[src/rtl/cpu_mem_pkg.sv]
// Shared encodings for the IF/MEM memory port arbiter.
package cpu_mem_pkg;

  typedef enum logic [1:0] {
    ST_IDLE  = 2'd0,
    ST_ISSUE = 2'd1,
    ST_WAIT  = 2'd2,
    ST_RESP  = 2'd3
  } arb_state_e;

  localparam logic OWN_IF = 1'b0;
  localparam logic OWN_DM = 1'b1;

  localparam int STARVE_W = 3;
  localparam int LAT_W    = 3;

endpackage

[src/rtl/arb_starve_ctr.sv]
// Grant decision between fetch and data ports plus the fetch starvation counter.
module arb_starve_ctr
  import cpu_mem_pkg::*;
#(
  parameter int STARVE_MAX = 4
) (
  input  logic                clk_i,
  input  logic                rstn_i,
  input  logic                idle_i,
  input  logic                if_req_i,
  input  logic                dm_req_i,
  output logic                grant_vld_o,
  output logic                grant_if_o,
  output logic [STARVE_W-1:0] starve_cnt_o
);

  localparam logic [STARVE_W-1:0] STARVE_MAX_C = STARVE_W'(STARVE_MAX);

  logic [STARVE_W-1:0] starve_q, starve_d;

  // Data wins ties unless fetch has already lost STARVE_MAX times in a row.
  assign grant_vld_o  = if_req_i | dm_req_i;
  assign grant_if_o   = if_req_i & (~dm_req_i | (starve_q >= STARVE_MAX_C));
  assign starve_cnt_o = starve_q;

  always_comb begin
    starve_d = starve_q;
    if (idle_i) begin
      if (!if_req_i || grant_if_o) begin
        starve_d = '0;
      end else if (starve_q != '1) begin
        starve_d = starve_q + STARVE_W'(1);
      end
    end
  end

  always_ff @(posedge clk_i or negedge rstn_i) begin
    if (!rstn_i) starve_q <= '0;
    else         starve_q <= starve_d;
  end

endmodule

[src/rtl/mem_port_arbiter.sv]
// Shares one single-port synchronous memory between the fetch and data ports
// of the pipeline, one fixed-latency access at a time.
//
// state | meaning
// IDLE  | no access in flight; arbitrate and latch the winner's command
// ISSUE | mem_en strobe for the latched command
// WAIT  | count down memory latency; capture read data on the last cycle
// RESP  | one-cycle ready pulse to the owner
module mem_port_arbiter
  import cpu_mem_pkg::*;
#(
  parameter int MEM_LAT    = 1,
  parameter int STARVE_MAX = 4
) (
  input  logic        clk_i,
  input  logic        rstn_i,
  input  logic        if_req_i,
  input  logic [31:0] if_addr_i,
  output logic [31:0] if_rdata_o,
  output logic        if_ready_o,
  input  logic        dm_req_i,
  input  logic        dm_we_i,
  input  logic [31:0] dm_addr_i,
  input  logic [31:0] dm_wdata_i,
  output logic [31:0] dm_rdata_o,
  output logic        dm_ready_o,
  output logic        mem_en_o,
  output logic        mem_we_o,
  output logic [31:0] mem_addr_o,
  output logic [31:0] mem_wdata_o,
  input  logic [31:0] mem_rdata_i,
  output logic        stall_if_o,
  output logic        stall_mem_o
);

  arb_state_e         state_q, state_d;
  logic [LAT_W-1:0]   lat_q, lat_d;
  logic               own_q, own_d;
  logic               we_q, we_d;
  logic [31:0]        addr_q, addr_d;
  logic [31:0]        wdata_q, wdata_d;
  logic [31:0]        if_rdata_q, if_rdata_d;
  logic [31:0]        dm_rdata_q, dm_rdata_d;

  logic               grant_vld;
  logic               grant_if;
  logic [STARVE_W-1:0] starve_cnt;

  arb_starve_ctr #(
    .STARVE_MAX (STARVE_MAX)
  ) u_starve (
    .clk_i        (clk_i),
    .rstn_i       (rstn_i),
    .idle_i       (state_q == ST_IDLE),
    .if_req_i     (if_req_i),
    .dm_req_i     (dm_req_i),
    .grant_vld_o  (grant_vld),
    .grant_if_o   (grant_if),
    .starve_cnt_o (starve_cnt)
  );

  always_comb begin
    state_d    = state_q;
    lat_d      = lat_q;
    own_d      = own_q;
    we_d       = we_q;
    addr_d     = addr_q;
    wdata_d    = wdata_q;
    if_rdata_d = if_rdata_q;
    dm_rdata_d = dm_rdata_q;
    case (state_q)
      ST_IDLE: begin
        if (grant_vld) begin
          if (grant_if) begin
            own_d   = OWN_IF;
            we_d    = 1'b0;
            addr_d  = if_addr_i;
            wdata_d = '0;
          end else begin
            own_d   = OWN_DM;
            we_d    = dm_we_i;
            addr_d  = dm_addr_i;
            wdata_d = dm_wdata_i;
          end
          state_d = ST_ISSUE;
        end
      end
      ST_ISSUE: begin
        lat_d   = LAT_W'(MEM_LAT - 1);
        state_d = ST_WAIT;
      end
      ST_WAIT: begin
        if (lat_q == '0) begin
          if (own_q == OWN_IF)  if_rdata_d = mem_rdata_i;
          else if (!we_q)       dm_rdata_d = mem_rdata_i;
          state_d = ST_RESP;
        end else begin
          lat_d = lat_q - LAT_W'(1);
        end
      end
      ST_RESP: state_d = ST_IDLE;
      default: state_d = ST_IDLE;
    endcase
  end

  always_ff @(posedge clk_i or negedge rstn_i) begin
    if (!rstn_i) begin
      state_q    <= ST_IDLE;
      lat_q      <= '0;
      own_q      <= OWN_IF;
      we_q       <= 1'b0;
      addr_q     <= '0;
      wdata_q    <= '0;
      if_rdata_q <= '0;
      dm_rdata_q <= '0;
    end else begin
      state_q    <= state_d;
      lat_q      <= lat_d;
      own_q      <= own_d;
      we_q       <= we_d;
      addr_q     <= addr_d;
      wdata_q    <= wdata_d;
      if_rdata_q <= if_rdata_d;
      dm_rdata_q <= dm_rdata_d;
    end
  end

  assign mem_en_o    = (state_q == ST_ISSUE);
  assign mem_we_o    = mem_en_o & we_q;
  assign mem_addr_o  = addr_q;
  assign mem_wdata_o = wdata_q;

  assign if_ready_o  = (state_q == ST_RESP) && (own_q == OWN_IF);
  assign dm_ready_o  = (state_q == ST_RESP) && (own_q == OWN_DM);
  assign if_rdata_o  = if_rdata_q;
  assign dm_rdata_o  = dm_rdata_q;

  assign stall_if_o  = if_req_i & ~if_ready_o;
  assign stall_mem_o = dm_req_i & ~dm_ready_o;

endmodule

[config.mk]
export PLATFORM = sky130hd
export DESIGN_NAME = mem_port_arbiter
export DESIGN_NICKNAME = d
export VERILOG_FILES = /design/src/rtl/cpu_mem_pkg.sv /design/src/rtl/arb_starve_ctr.sv /design/src/rtl/mem_port_arbiter.sv
export SDC_FILE = /design/constraint.sdc
export NUM_CORES = 1
export LEC_CHECK = 0
export ABC_CLOCK_PERIOD_IN_PS = 3500
export BUFFER_PORTS_ARGS = -buffer_cell sky130_fd_sc_hd__buf_2
export CAP_MARGIN = 30
export CORE_MARGIN = 3
export CORE_UTILIZATION = 27
export DETAILED_ROUTE_END_ITERATION = 7
export PLACE_DENSITY = 0.56
export SLEW_MARGIN = 20
export SYNTH_ARGS = -nofsm -noshare
export SYNTH_HDL_FRONTEND = slang
export SYNTH_SLANG_ARGS = --single-unit
[constraint.sdc]
create_clock -name clk_i -period 3.5 [get_ports clk_i]
set_input_delay 1.05 -clock clk_i [delete_from_list [all_inputs] [get_ports clk_i]]
set_output_delay 1.05 -clock clk_i [all_outputs]
set_load 0.005 [all_outputs]
# Word-level counts from Yosys, hierarchy flattened
# Index checks and enable logic that the tools add are counted.
# word_totals
reg_bits	138
latch_bits	0
ramBits	0
romBits	0
inputBits	133
word_cells	55
mem_count	0
# op_classes
addsub	2
multipliers	0
div	0
order_cmp	1
n_eq_ne	7
n_shift	0
mux	11
n_bitwise	11
reduce_logical	14
# op_table
op	count
two-way mux 32 bit	2
two-way mux 3 bit	3
case mux 2 bit (4 select lines)	1
AND reduction 2 bit	4
inequality test 2 bit, second input constant	3
case mux 3 bit (2 select lines)	1
inverter 1 bit	5
AND 1 bit	4
equality test 2 bit, second input constant	2
two-way mux 2 bit	2
AND reduction 4 bit	1
nonzero test 2 bit	2
adder 3 x 1 -> 3 bit, second input constant	1
>= comparator 3 bit, second input constant	1
logical NOT 3 bit	1
inequality test 3 bit, second input constant	1
AND reduction 3 bit	1
subtractor 3 x 1 -> 3 bit, second input constant	1
equality test 2 x 1 -> 1 bit, second input constant	1
logical AND 1 bit	2
logical NOT 2 bit	1
two-way mux 1 bit	2
bitwise OR 1 bit	2
logical NOT 1 bit	1
logical OR 1 bit	1

# Longest topological paths before layout
# Gate-level depths: netlist (run 1).
# logic_depth
word_depth	6
mapped_depth	8
mapped_depth_nobuf	6

# Cells and area by module
# Synthesis (run 1) repeated with hierarchy kept, for this count alone.
# unflattened
hier_cells	475
hier_area_um2	5900.7
# modules_own_cells
mod	instances	cells_per_inst	area_each_um2
mem_port_arbiter	1	455	5708.0
arb_starve_ctr	1	20	192.7

# Worst setup path after synthesis (run 1)
# Ideal clock, no wire load.
# synth_timing
kind	input to output
from	input port if_req_i
to	output port stall_if_o
arrival_time_ps	1451
required_ps	2450
path_slack_ps	999
cell_stages	3
path_buffers	1
cell_sequence	inv_1 > clkbuf_1 > nor2_1
# synth_between
elab_chain_cells	1
# synth_rtl
item	line	rtl
start: declaration	mem_port_arbiter.sv:17	input logic if_req_i,
AND 1 bit	mem_port_arbiter.sv:138	assign stall_if_o = if_req_i & ~if_ready_o;
end: declaration	mem_port_arbiter.sv:32	output logic stall_if_o,
# No other way between the ends.

# Final worst setup path (run 1)
# Same ends and word-level chain as after synthesis.

==> implementation parameters, run 1 <==
Parameter                              Value

GRT
  Gr usage total ... 14.6%
  Global-route wire length before repair ... 27300 µm
  Pin count of the biggest net entering global routing ... 75
  Number of antenna violations at the first check in global routing ... 1
  Global route total overflow ... 0
  Via count of the first global-routing pass ... 4907

CTS
  TritonCTS clock tree ... done
  Cell at the root of the clock tree ... sky130_fd_sc_hd__clkbuf_16
  Deepest clock path buffer count ... 2
  Number of buffers created by CTS ... 17
  Number of sinks handled by clock tree synthesis ... 138
  Total number of H-tree levels ... 4
  Worst-Skew Late Latency ... 0.41 ns
  Post-CTS resize count ... 0
  Number of buffers inserted by post-CTS setup repair ... 0
  Hold buffer count at CTS ... 0
  Clk slew on worst S/H paths ... 0.06 ns

STA
  Number of setup violations in the final report ... 0
  Fin Clk Skew ... 0.0113 ns
  Hold violation total from the final report ... 0
  Max transition margin ... 50.0%
  Tightest Pin Transition ... 0.750 ns
  Setup WS post-layout ... 0.829 ns
  Final clock period utilization by the worst path ... 76.3%
  Fmax ... 0.374 GHz
  Unrepaired setup endpoints after global routing ... false
  Max-slew violation total from the final report ... 0
  Tmin final ... 2.67 ns
  Final setup TNS ... 0 ns

Synthesis
  Cell type with the highest aggregate area in the netlist ... sky130_fd_sc_hd__dfrtp_1
  Number of flops mapped to enable cells by yosys ... 0
  Ys async rst share ... 100%
  Gate count after technology mapping ... 451
  Number of nets produced by synthesis ... 592
  Top_reg_cell synth ... sky130_fd_sc_hd__dfrtp_1
  Synthesized area ... 5790 µm²
  Post-synthesis sequential element count ... 138
  Number of warnings issued by yosys ... 0
  Sequential element share of the synthesized area ... 59.6%
  Number of distinct standard cells referenced by the synthesized netlist ... 31
  Largest cells by area after synthesis ... sky130_fd_sc_hd__dfrtp_1 (60%), sky130_fd_sc_hd__mux2_4 (7.8%), sky130_fd_sc_hd__mux2_2 (7.0%), sky130_fd_sc_hd__a22o_1 (5.3%), sky130_fd_sc_hd__a31oi_1 (3.5%)
  Post-synthesis average cell area ... 12.8 µm²
  Share of the synthesized area in the top cell type ... 59.6%

Setup path
  Data arrival time at the worst-slack endpoint ... 1.62 ns
  Element type at the critical path end ... output pin
  Required @ worst endpoint ... 2.45 ns
  Top fanout value on the critical path ... 7
  Source of the worst register-to-register timing path ... lat_q[0]
  Timing startpoint of the critical path ... if_req_i
  Category of the worst setup path launch point ... primary input
  Critical path class ... in -> out

Route
  Average via count per standard cell ... 4.64
  Average wire per cell in the routed design ... 17.1 µm
  Via total after detailed routing ... 4622
  Number of violations reported at the end of detailed-routing iteration 0 ... 199
  Post-detailed-route DRC marker count ... 0
  Final routed wirelength across all metal layers ... 17000 µm
  Post-route ant nets ... 0
  Detailed Routing Iterations Pass 1 ... 5

Power
  Max IR drop VDD ... 0.278 mV
  Leakage power total ... 3.99 nW
  Total power density per cell area ... 919 nW/µm²

Cells and area
  Post-layout net count ... 854
  Number of fill cells in the layout ... 2009
  Fraction of layout instances using a drive strength above 1 ... 52.6%
  Growth of design area from synthesis to finish ... 38.5%
  Post-route design area ... 8020 µm²

Placed design
  Post-Place Setup Slack ... 0.821 ns
  Gpl congestion ... 0.760
  Instance area at placement ... 7430 µm²
  Count of input and output buffers ... 266
  DP Wirelength ... 12100 µm

Die
  Count of standard-cell rows ... 52
  Die extent in x ... 152 µm
  Starting utilization of the core area ... 28.1%
  Die Outline Area ... 23200 µm²
  I/O pins ... 267
  Chip Height ... 152 µm
  Total core area ... 20600 µm²

Min path
  Hold/Removal Path Class ... reg -> reg
  Hold path start ... lat_q[2]

Flow run
  Max-cap violations ... 0

Outcome
  Run status ... finished clean
-- per-stage QoR --
step | utilization (%) | hold WS, ns | total power (W) | std cells
final | 38.9 | 0.500 | 0.00737 | 997
after global routing | 38.9 | 0.514 | 0.00789 | 996
after CTS | 38.9 | 0.502 | 0.00748 | 996
after detailed placement | 36.0 | 0.486 | 0.00562 | 964
after global placement | 35.7 | 0.482 | 0.00555 | 962
after floorplan | - | 0.466 | 0.00438 | 451
-- layout make-up --
cell class	instances	area [µm²]	share of cell area, %
tap	270	338	4.21
multi-input combinational	269	2120	26.4
antenna	1	2.50	0.0312
clock inverter	15	165	2.06
sequential	138	3450	43.1
clock buffer	17	425	5.31
timing repair buffer	278	1480	18.5
inverter	9	33.8	0.421
-- layout by cell type (no fill, tap or decap), types with 2 or more instances in the layout --
master                       instances
sky130_fd_sc_hd__and2_1              3
sky130_fd_sc_hd__inv_6               4
sky130_fd_sc_hd__bufinv_16           2
sky130_fd_sc_hd__nor2_1             35
sky130_fd_sc_hd__a21oi_1            33
sky130_fd_sc_hd__ha_1                8
sky130_fd_sc_hd__buf_16              2
sky130_fd_sc_hd__mux2_4             30
sky130_fd_sc_hd__mux2_2             36
sky130_fd_sc_hd__clkinv_4            2
sky130_fd_sc_hd__dfrtp_1           138
sky130_fd_sc_hd__o31ai_1             2
sky130_fd_sc_hd__buf_2             265
sky130_fd_sc_hd__a22o_1             35
sky130_fd_sc_hd__a31oi_1            32
sky130_fd_sc_hd__nand3_1             2
sky130_fd_sc_hd__o21ai_0            36
sky130_fd_sc_hd__buf_4               9
sky130_fd_sc_hd__clkinv_2            3
sky130_fd_sc_hd__clkbuf_16          17
sky130_fd_sc_hd__clkinvlp_4          2
sky130_fd_sc_hd__inv_8               2
sky130_fd_sc_hd__inv_1               9
sky130_fd_sc_hd__nand2_1             3
sky130_fd_sc_hd__nor2b_1             2
-- critical path, cell delays in order --
cell and delay, ns:
sky130_fd_sc_hd__buf_2 0.22, sky130_fd_sc_hd__inv_1 0.12, sky130_fd_sc_hd__nor2_1 0.11, sky130_fd_sc_hd__buf_2 0.11
-- metal layers --
layer | vias to the layer above | global-route usage (%) | part of all wire (%)
li1 | 2151 | - | -
met1 | 2212 | 19.3 | 45
met2 | 244 | 22.5 | 44
met3 | 13 | 5.28 | 9.6
met4 | 2 | 4.45 | 1.2
met5 | - | 0 | 0.041
-- logic make-up after synthesis --
logic type	after synthesis	synth area share, %
flip-flops	138	59.6
multiplexers	66	14.8
XOR/XNOR	1	0.151
buffers and inverters	44	4.15
adder cells (fa/ha/maj)	8	1.73
AND/OR/NAND/NOR	51	3.95
AO/OA/AOI/OAI	143	15.6
-- cell usage after synthesis (all sizes together), types with 2 or more instances --
cell / number
mux2: 66
inv: 9
o31ai: 2
ha: 8
a22o: 35
nand3: 2
nand2: 3
clkbuf: 16
dfrtp: 138
nor2b: 3
a31oi: 32
o21ai: 37
nor2: 35
a21oi: 34
buf: 19
and2: 4
-- sequential cells by signal, summed over array words and instances (netlist names) --
signal,cells
u_starve.starve_cnt_o,3
lat_q,3
we_q,1
state_q,2
mem_wdata_o,32
mem_addr_o,32
dm_rdata_o,32
own_q,1
if_rdata_o,32
-- worst paths after layout --
kind                                         to  slack (ns)  depth (start not counted)
worst min register to register         lat_q[2]        0.50                          1
min in group asynchronous        dm_rdata_o[26]        0.66                          1
max in group asynchronous       mem_wdata_o[22]        2.10                          2
worst max-delay path                 stall_if_o        0.83                          4
worst min-delay path                   lat_q[2]        0.50                          1
worst max register to register    dm_rdata_o[1]        1.04                          7
-- where the power goes --
part           switching [W]  leakage [nW]  internal, W  total (W)
Clock               0.000748         0.288      0.00107    0.00181
Combinational        0.00126          2.06      0.00153    0.00279
Sequential          0.000399          1.64      0.00236    0.00276
Total                0.00241          3.99      0.00497    0.00737
(Power assumes the default switching activity.)
==> inputs of run 2 (changes only) <==
--- a/config.mk
+++ b/config.mk
@@ -5,7 +5,7 @@
 export SDC_FILE = /design/constraint.sdc
 export NUM_CORES = 1
 export LEC_CHECK = 0
-export ABC_CLOCK_PERIOD_IN_PS = 3500
+export ABC_CLOCK_PERIOD_IN_PS = 2550
 export BUFFER_PORTS_ARGS = -buffer_cell sky130_fd_sc_hd__buf_2
 export CAP_MARGIN = 30
 export CORE_MARGIN = 3
==> constraint.sdc (replaced) <==
create_clock -name clk_i -period 2.55 [get_ports clk_i]
set_input_delay 0.765 -clock clk_i [delete_from_list [all_inputs] [get_ports clk_i]]
set_output_delay 0.765 -clock clk_i [all_outputs]
set_load 0.005 [all_outputs]
==> implementation parameters, run 2 (same netlist as run 1, synthesis figures left out) <==
Parameter                              Value

Setup path
  Required @ worst endpoint ... 2.84 ns (was 2.45 ns)
  Max stage delay cell, worst path ... sky130_fd_sc_hd__or3_2 (was sky130_fd_sc_hd__buf_2)
  Category of the worst setup path launch point ... flip-flop (was primary input)
  Cell seen most often among critical-path stages ... sky130_fd_sc_hd__ha_1 (was sky130_fd_sc_hd__buf_2)
  Series of cell instances along the critical path ... inv_1 > ha_1 > ha_1 > nand2_1 > or3_2 > buf_4 > mux2_4 (was buf_2 > inv_1 > nor2_1 > buf_2)
  Data arrival time at the worst-slack endpoint ... 2.50 ns (was 1.62 ns)
  Top fanout value on the critical path ... 32 (was 7)
  Critical path class ... reg -> reg (was in -> out)
  Delay of the slowest cell on the worst path ... 0.41 ns (was 0.22 ns)
  Element type at the critical path end ... flip-flop (was output pin)

Cells and area
  Post-route design area ... 8070 µm² (was 8020 µm²)
  Fraction of layout instances using a drive strength above 1 ... 52.7% (was 52.6%)
  Growth of design area from synthesis to finish ... 39.4% (was 38.5%)
  Post-layout net count ... 856 (was 854)
  Leading cell types in the layout, fill and taps excluded ... sky130_fd_sc_hd__buf_2 (265), sky130_fd_sc_hd__dfrtp_1 (138), sky130_fd_sc_hd__mux2_2 (36), sky130_fd_sc_hd__o21ai_0 (36) (unchanged)
  Number of fill cells in the layout ... 2013 (was 2009)
  Most common cell after layout, fill and taps aside ... sky130_fd_sc_hd__buf_2 (unchanged)
  Post-layout utilization of the core ... 39.1% (was 38.9%)

Flow run
  Max-cap violations ... 0 (unchanged)

STA
  Max-slew violation total from the final report ... 0 (unchanged)
  Number of setup violations in the final report ... 0 (unchanged)
  Final setup TNS ... 0 ns (unchanged)
  Tightest Pin Transition ... 0.620 ns (was 0.750 ns)
  Fin Clk Skew ... 0.00741 ns (was 0.0113 ns)
  Tmin final ... 2.21 ns
  Final clock period utilization by the worst path ... 86.6%
  Fmax ... 0.453 GHz
  Max transition margin ... 58.7% (was 50.0%)
  Unrepaired setup endpoints after global routing ... false (unchanged)
  Hold violation total from the final report ... 0 (unchanged)

CTS
  Total number of H-tree levels ... 4 (unchanged)
  Worst-Skew Late Latency ... 0.41 ns (about the same)
  Clk slew on worst S/H paths ... 0.06 ns (about the same)
  Post-CTS resize count ... 0 (unchanged)
  Number of sinks handled by clock tree synthesis ... 138 (unchanged)
  Number of buffers inserted by post-CTS setup repair ... 0 (unchanged)
  Deepest clock path buffer count ... 2 (unchanged)
  Hold buffer count at CTS ... 0 (unchanged)
  Number of buffers created by CTS ... 17 (unchanged)
  TritonCTS clock tree ... done (unchanged)
  Cell at the root of the clock tree ... sky130_fd_sc_hd__clkbuf_16 (unchanged)

Power
  Leakage power total ... 4.02 nW (was 3.99 nW)
  Max IR drop VDD ... 0.421 mV (was 0.278 mV)
  Sw Pwr ... 0.00328 W (was 0.00241 W)
  Combinational fraction of design power ... 37.6% (was 37.9%)
  Clock network fraction of total power ... 25.1% (was 24.6%)
  Total power density per cell area ... 1270 nW/µm² (was 919 nW/µm²)
  Internal Power ... 0.00694 W (was 0.00497 W)
  Portion of total power attributed to sequential cells ... 37.3% (was 37.5%)
  Switching share of power ... 32.1% (was 32.6%)

Placed design
  DP Wirelength ... 12000 µm (was 12100 µm)
  Instance area at placement ... 7430 µm² (about the same)
  Count of input and output buffers ... 266 (unchanged)
  Gpl congestion ... 0.750 (was 0.760)

Route
  Post-detailed-route DRC marker count ... 0 (unchanged)
  Average wire per cell in the routed design ... 17.0 µm (was 17.1 µm)
  Number of violations reported at the end of detailed-routing iteration 0 ... 207 (was 199)
  Post-route ant nets ... 0 (unchanged)
  Average via count per standard cell ... 4.65 (was 4.64)
  Detailed Routing Iterations Pass 1 ... 4 (was 5)
  Final routed wirelength across all metal layers ... 17000 µm (about the same)
  Via total after detailed routing ... 4641 (was 4622)

GRT
  Gr usage total ... 14.5% (was 14.6%)
  Global route total overflow ... 0 (unchanged)
  Number of antenna violations at the first check in global routing ... 0 (was 1)
  Pin count of the biggest net entering global routing ... 67 (was 75)
  Via count of the first global-routing pass ... 4717 (was 4907)
  Global-route wire length before repair ... 27100 µm (was 27300 µm)

Die
  Chip Height ... 152 µm (unchanged)
  Starting utilization of the core area ... 28.1% (unchanged)
  Die extent in x ... 152 µm (unchanged)
  Count of standard-cell rows ... 52 (unchanged)
  Die Outline Area ... 23200 µm² (unchanged)
  I/O pins ... 267 (unchanged)
  Total core area ... 20600 µm² (unchanged)

Min path
  Hold/Removal Path Class ... in -> async (was reg -> reg)

Outcome
  Run status ... finished clean (unchanged)
[run 2: path summary, 6_finish.rpt]
kind / to / depth (start not counted) / startpoint / slack [ns]
worst max-delay path: dm_rdata_o[10] / 7 / lat_q[0] / 0.34
worst min-delay path: dm_rdata_o[28] / 1 / rstn_i / 0.31
worst min register to register: if_rdata_o[1] / 1 / if_rdata_o[1] / 0.50
min in group clk_i: if_rdata_o[1] / 1 / if_rdata_o[1] / 0.50
worst max register to register: dm_rdata_o[10] / 7 / lat_q[0] / 0.34
max in group asynchronous: mem_wdata_o[5] / 2 / rstn_i / 1.64
[run 2: power by group through the flow]
stage | Clock [W] | Sequential [W] | Combinational, W
after floorplan | 0 | 0.00388 | 0.00213
after global placement | 0 | 0.00383 | 0.00381
after detailed placement | 0 | 0.00382 | 0.00389
after CTS | 0.00266 | 0.00382 | 0.00387
after global routing | 0.00276 | 0.00396 | 0.00421
final | 0.00256 | 0.00382 | 0.00384
[run 2: per-stage QoR]
stage | hold WS (ns) | instances | setup slack [ns] | total power, W
after global routing | 0.321 | 998 | 0.234 | 0.0109
after CTS | 0.300 | 997 | 0.299 | 0.0104
after floorplan | 0.466 | 451 | 0.619 | 0.00601
after global placement | 0.483 | 965 | 0.290 | 0.00764
final | 0.306 | 999 | 0.343 | 0.0102
after detailed placement | 0.486 | 965 | 0.221 | 0.00771
[run 2: critical path, delay by kind of cell, from the launching register on]
family	cells	cell delay, ns
mux	1	0.37
buf+inv	2	0.41
fa+ha+maj	2	0.41
flops	1	0.38
simple gates	2	0.50
[run 2: per-layer routing]
layer	GRT usage, %	vias to the layer above	wire, µm
met2	22.0	242	7390
met3	5.37	10	1720
met1	19.4	2229	7720
met4	4.45	0	181
li1	-	2160	-
met5	0	-	0
[run 2: cell type report]
class / count / area [µm²] / share of cell area (%)
clock buffer: 18 / 439 / 5.44
inverter: 9 / 33.8 / 0.419
antenna: 1 / 2.50 / 0.0310
tap: 270 / 338 / 4.19
multi-input combinational: 269 / 2120 / 26.3
sequential: 138 / 3450 / 42.8
clock inverter: 14 / 171 / 2.12
timing repair buffer: 280 / 1510 / 18.7
==> inputs of run 3 (changes only) <==
--- a/config.mk
+++ b/config.mk
@@ -9,10 +9,11 @@
 export BUFFER_PORTS_ARGS = -buffer_cell sky130_fd_sc_hd__buf_2
 export CAP_MARGIN = 30
 export CORE_MARGIN = 3
-export CORE_UTILIZATION = 27
+export CORE_UTILIZATION = 47
 export DETAILED_ROUTE_END_ITERATION = 7
-export PLACE_DENSITY = 0.56
+export PLACE_DENSITY = 0.85
 export SLEW_MARGIN = 20
 export SYNTH_ARGS = -nofsm -noshare
 export SYNTH_HDL_FRONTEND = slang
+export SYNTH_HIERARCHICAL = 1
 export SYNTH_SLANG_ARGS = --single-unit
==> implementation parameters, run 3 <==
Parameter                              Value

Outcome
  Run status ... finished clean (unchanged)

Power
  Internal Power ... 0.00677 W (was 0.00694 W)
  Combinational fraction of design power ... 35.1% (was 37.6%)
  Total power density per cell area ... 1230 nW/µm² (was 1270 nW/µm²)
  Max IR drop VDD ... 0.492 mV (was 0.421 mV)
  Portion of total power attributed to sequential cells ... 38.5% (was 37.3%)
  Leakage power total ... 4.18 nW (was 4.02 nW)
  Switching share of power ... 31.5% (was 32.1%)
  Clock network fraction of total power ... 26.4% (was 25.1%)
  Sw Pwr ... 0.00311 W (was 0.00328 W)

STA
  Final setup TNS ... 0 ns (unchanged)
  Tightest Pin Transition ... 0.728 ns (was 0.620 ns)
  Final clock period utilization by the worst path ... 87.2% (was 86.6%)
  Max transition margin ... 51.4% (was 58.7%)
  Tmin final ... 2.22 ns (was 2.21 ns)
  Hold violation total from the final report ... 0 (unchanged)
  Setup WS post-layout ... 0.327 ns (was 0.343 ns)
  Fin Clk Skew ... 0.0122 ns (was 0.00741 ns)
  Max-slew violation total from the final report ... 0 (unchanged)
  Fmax ... 0.450 GHz (was 0.453 GHz)
  Unrepaired setup endpoints after global routing ... false (unchanged)
  Number of setup violations in the final report ... 0 (unchanged)

Die
  Count of standard-cell rows ... 40 (was 52)
  Chip Height ... 118 µm (was 152 µm)
  Die extent in x ... 118 µm (was 152 µm)
  Total core area ... 12200 µm² (was 20600 µm²)
  Starting utilization of the core area ... 48.5% (was 28.1%)
  I/O pins ... 267 (unchanged)
  Die Outline Area ... 13900 µm² (was 23200 µm²)

Synthesis
  Number of distinct standard cells referenced by the synthesized netlist ... 29 (was 31)
  Sequential element share of the synthesized area ... 58.5% (was 59.6%)
  Largest cells by area after synthesis ... sky130_fd_sc_hd__dfrtp_1 (59%), sky130_fd_sc_hd__mux2_4 (7.6%), sky130_fd_sc_hd__mux2_2 (6.7%), sky130_fd_sc_hd__o21ai_0 (5.7%), sky130_fd_sc_hd__mux2i_1 (5.4%) (was sky130_fd_sc_hd__dfrtp_1 (60%), sky130_fd_sc_hd__mux2_4 (7.8%), sky130_fd_sc_hd__mux2_2 (7.0%), sky130_fd_sc_hd__a22o_1 (5.3%), sky130_fd_sc_hd__a31oi_1 (3.5%))
  Most repeated cell in the gate-level netlist after synthesis ... sky130_fd_sc_hd__dfrtp_1 (unchanged)
  Ys async rst share ... 100% (unchanged)
  Synthesized area ... 5900 µm² (was 5790 µm²)
  Share of the synthesized area in the top cell type ... 58.5% (was 59.6%)
  Top_reg_cell synth ... sky130_fd_sc_hd__dfrtp_1 (unchanged)
  Most used standard cells in the synthesized netlist ... sky130_fd_sc_hd__dfrtp_1 (138), sky130_fd_sc_hd__nand2_1 (69), sky130_fd_sc_hd__o21ai_0 (67) (was sky130_fd_sc_hd__dfrtp_1 (138), sky130_fd_sc_hd__mux2_2 (36), sky130_fd_sc_hd__o21ai_0 (36))
  Number of flops mapped to enable cells by yosys ... 0 (unchanged)
  Number of warnings issued by yosys ... 6 (was 0)
  Cell type with the highest aggregate area in the netlist ... sky130_fd_sc_hd__dfrtp_1 (unchanged)
  Post-synthesis sequential element count ... 138 (unchanged)
  Post-synthesis average cell area ... 12.4 µm² (was 12.8 µm²)
  Gate count after technology mapping ... 475 (was 451)
  Number of nets produced by synthesis ... 616 (was 592)

CTS
  TritonCTS clock tree ... done (unchanged)
  Number of buffers created by CTS ... 17 (unchanged)
  Total number of H-tree levels ... 4 (unchanged)
  Cell at the root of the clock tree ... sky130_fd_sc_hd__clkbuf_16 (unchanged)
  Worst-Skew Late Latency ... 0.42 ns (was 0.41 ns)
  Number of buffers inserted by post-CTS setup repair ... 0 (unchanged)
  Number of sinks handled by clock tree synthesis ... 138 (unchanged)
  Post-CTS resize count ... 0 (unchanged)
  Clk slew on worst S/H paths ... 0.06 ns (about the same)
  Deepest clock path buffer count ... 2 (unchanged)
  Hold buffer count at CTS ... 0 (unchanged)

Route
  Post-route ant nets ... 0 (unchanged)
  Via total after detailed routing ... 4498 (was 4641)
  Final routed wirelength across all metal layers ... 14600 µm (was 17000 µm)
  Average wire per cell in the routed design ... 15.8 µm (was 17.0 µm)
  Post-detailed-route DRC marker count ... 0 (unchanged)
  Average via count per standard cell ... 4.89 (was 4.65)
  Detailed Routing Iterations Pass 1 ... 4 (unchanged)
  Number of violations reported at the end of detailed-routing iteration 0 ... 281 (was 207)

Setup path
  Max stage delay cell, worst path ... sky130_fd_sc_hd__dfrtp_1 (was sky130_fd_sc_hd__or3_2)
  Top fanout value on the critical path ... 4 (was 32)
  Data arrival time at the worst-slack endpoint ... 1.46 ns (was 2.50 ns)
  CP Buf/Inv Count ... 1 (was 2)
  Top cell family by delay on the critical path ... flip-flops (was simple AND/OR/NAND/NOR gates)
  FF-to-FF setup slack ... 0.43 ns (was 0.34 ns)
  Critical path class ... reg -> out (was reg -> reg)
  Required @ worst endpoint ... 1.79 ns (was 2.84 ns)
  Series of cell instances along the critical path ... ha_1 > and2b_2 > nor2b_1 > buf_2 (was inv_1 > ha_1 > ha_1 > nand2_1 > or3_2 > buf_4 > mux2_4)
  Category of the worst setup path launch point ... flip-flop (unchanged)
  Delay of the slowest cell on the worst path ... 0.41 ns (about the same)
  Element type at the critical path end ... output pin (was flip-flop)

Flow run
  Max-cap violations ... 0 (unchanged)

GRT
  Global-route wire length before repair ... 23300 µm (was 27100 µm)
  Global route total overflow ... 0 (unchanged)
  GR met2 Demand/Resource ... 36.0% (was 22.0%)
  Number of antenna violations at the first check in global routing ... 0 (unchanged)
  GR Layer Usage met3 ... 7.16% (was 5.37%)
  Pin count of the biggest net entering global routing ... 139 (was 67)
  Fraction of met1 tracks used by global routing ... 24.5% (was 19.4%)
  Gr usage total ... 21.2% (was 14.5%)
  Layer with the highest usage ... met2 (unchanged)
  Via count of the first global-routing pass ... 4618 (was 4717)

Placed design
  DP Wirelength ... 10500 µm (was 12000 µm)
  Count of input and output buffers ... 266 (unchanged)
  Post-Place Setup Slack ... 0.439 ns (was 0.221 ns)
  Gpl congestion ... 0.804 (was 0.750)

Min path
  Hold/Removal Path Class ... in -> async (unchanged)

Cells and area
  Most common cell after layout, fill and taps aside ... sky130_fd_sc_hd__buf_2 (unchanged)
  Leading cell types in the layout, fill and taps excluded ... sky130_fd_sc_hd__buf_2 (265), sky130_fd_sc_hd__dfrtp_1 (138), sky130_fd_sc_hd__nand2_1 (68) (was sky130_fd_sc_hd__buf_2 (265), sky130_fd_sc_hd__dfrtp_1 (138), sky130_fd_sc_hd__mux2_2 (36), sky130_fd_sc_hd__o21ai_0 (36))
  # diodes ... 0 (was 1)
  Number of fill cells in the layout ... 914 (was 2013)
  Growth of design area from synthesis to finish ... 35.8% (was 39.4%)
  Fraction of layout instances using a drive strength above 1 ... 50.3% (was 52.7%)
  Post-layout net count ... 880 (was 856)
run 3: changes by cell type in the layout (fill, tap and decap cells not counted), moves of 5 or more:
| cell | delta |
|---|---|
| sky130_fd_sc_hd__o21ai_0 | +31 |
| sky130_fd_sc_hd__nor2_1 | -34 |
| sky130_fd_sc_hd__mux2i_1 | +32 |
| sky130_fd_sc_hd__nand2_1 | +65 |
| sky130_fd_sc_hd__a31oi_1 | -32 |
| sky130_fd_sc_hd__a22o_1 | -35 |
| sky130_fd_sc_hd__a21oi_1 | -33 |
| sky130_fd_sc_hd__nand2b_1 | +34 |
| sky130_fd_sc_hd__buf_4 | -5 |
run 3: cell type report:
cell class,count,area (µm²),area share (%)
multi-input combinational,299,2250,28.1
sequential,138,3450,43.1
tap,168,210,2.62
clock buffer,18,439,5.48
timing repair buffer,273,1430,17.8
clock inverter,14,195,2.44
inverter,10,37.5,0.468
run 3: cell families after synthesis:
group | count (synthesis) | share of synthesized area (%)
AO/OA/AOI/OAI | 76 | 6.89
adder cells (fa/ha/maj) | 8 | 1.70
flip-flops | 138 | 58.5
buffers and inverters | 38 | 3.50
AND/OR/NAND/NOR | 118 | 9.65
multiplexers | 97 | 19.7
run 3: final timing paths:
| check | start | end | cells past startpoint |
|---|---|---|---|
| worst min register to register | mem_wdata_o[28] | mem_wdata_o[28] | 2 |
| worst min-delay path | rstn_i | dm_rdata_o[9] | 2 |
| min in group clk_i | mem_wdata_o[28] | mem_wdata_o[28] | 2 |
| worst max register to register | lat_q[0] | dm_rdata_o[11] | 7 |
| worst max-delay path | state_q[0] | stall_if_o | 4 |
| max in group asynchronous | rstn_i | mem_wdata_o[4] | 2 |
run 3: metrics by stage:
step | area (µm²) | utilization (%) | instances | hold slack (ns) | total power, W
floorplan | 5900 | - | 475 | 0.456 | 0.00575
global placement | 7380 | 60.7 | 888 | 0.459 | 0.00712
detailed placement | 7380 | 60.7 | 888 | 0.465 | 0.00734
CTS | 8010 | 65.9 | 920 | 0.476 | 0.0100
global route | 8010 | 65.9 | 920 | 0.491 | 0.0105
finish | 8010 | 65.9 | 920 | 0.438 | 0.00989
run 3: power groups by stage:
stage                     logic [W]  registers (W)  clock network (W)
after global routing        0.00381        0.00393            0.00277
after detailed placement    0.00352        0.00382                  0
final                       0.00347        0.00381            0.00261
after floorplan             0.00189        0.00386                  0
after global placement      0.00335        0.00376                  0
after CTS                   0.00353        0.00381            0.00267
run 3: per-layer routing:
| metal | vias up | routed length [µm] |
|---|---|---|
| li1 | 2138 | - |
| met1 | 2132 | 5740 |
| met2 | 209 | 7480 |
| met3 | 19 | 1080 |
| met4 | 0 | 248 |
| met5 | - | 0 |
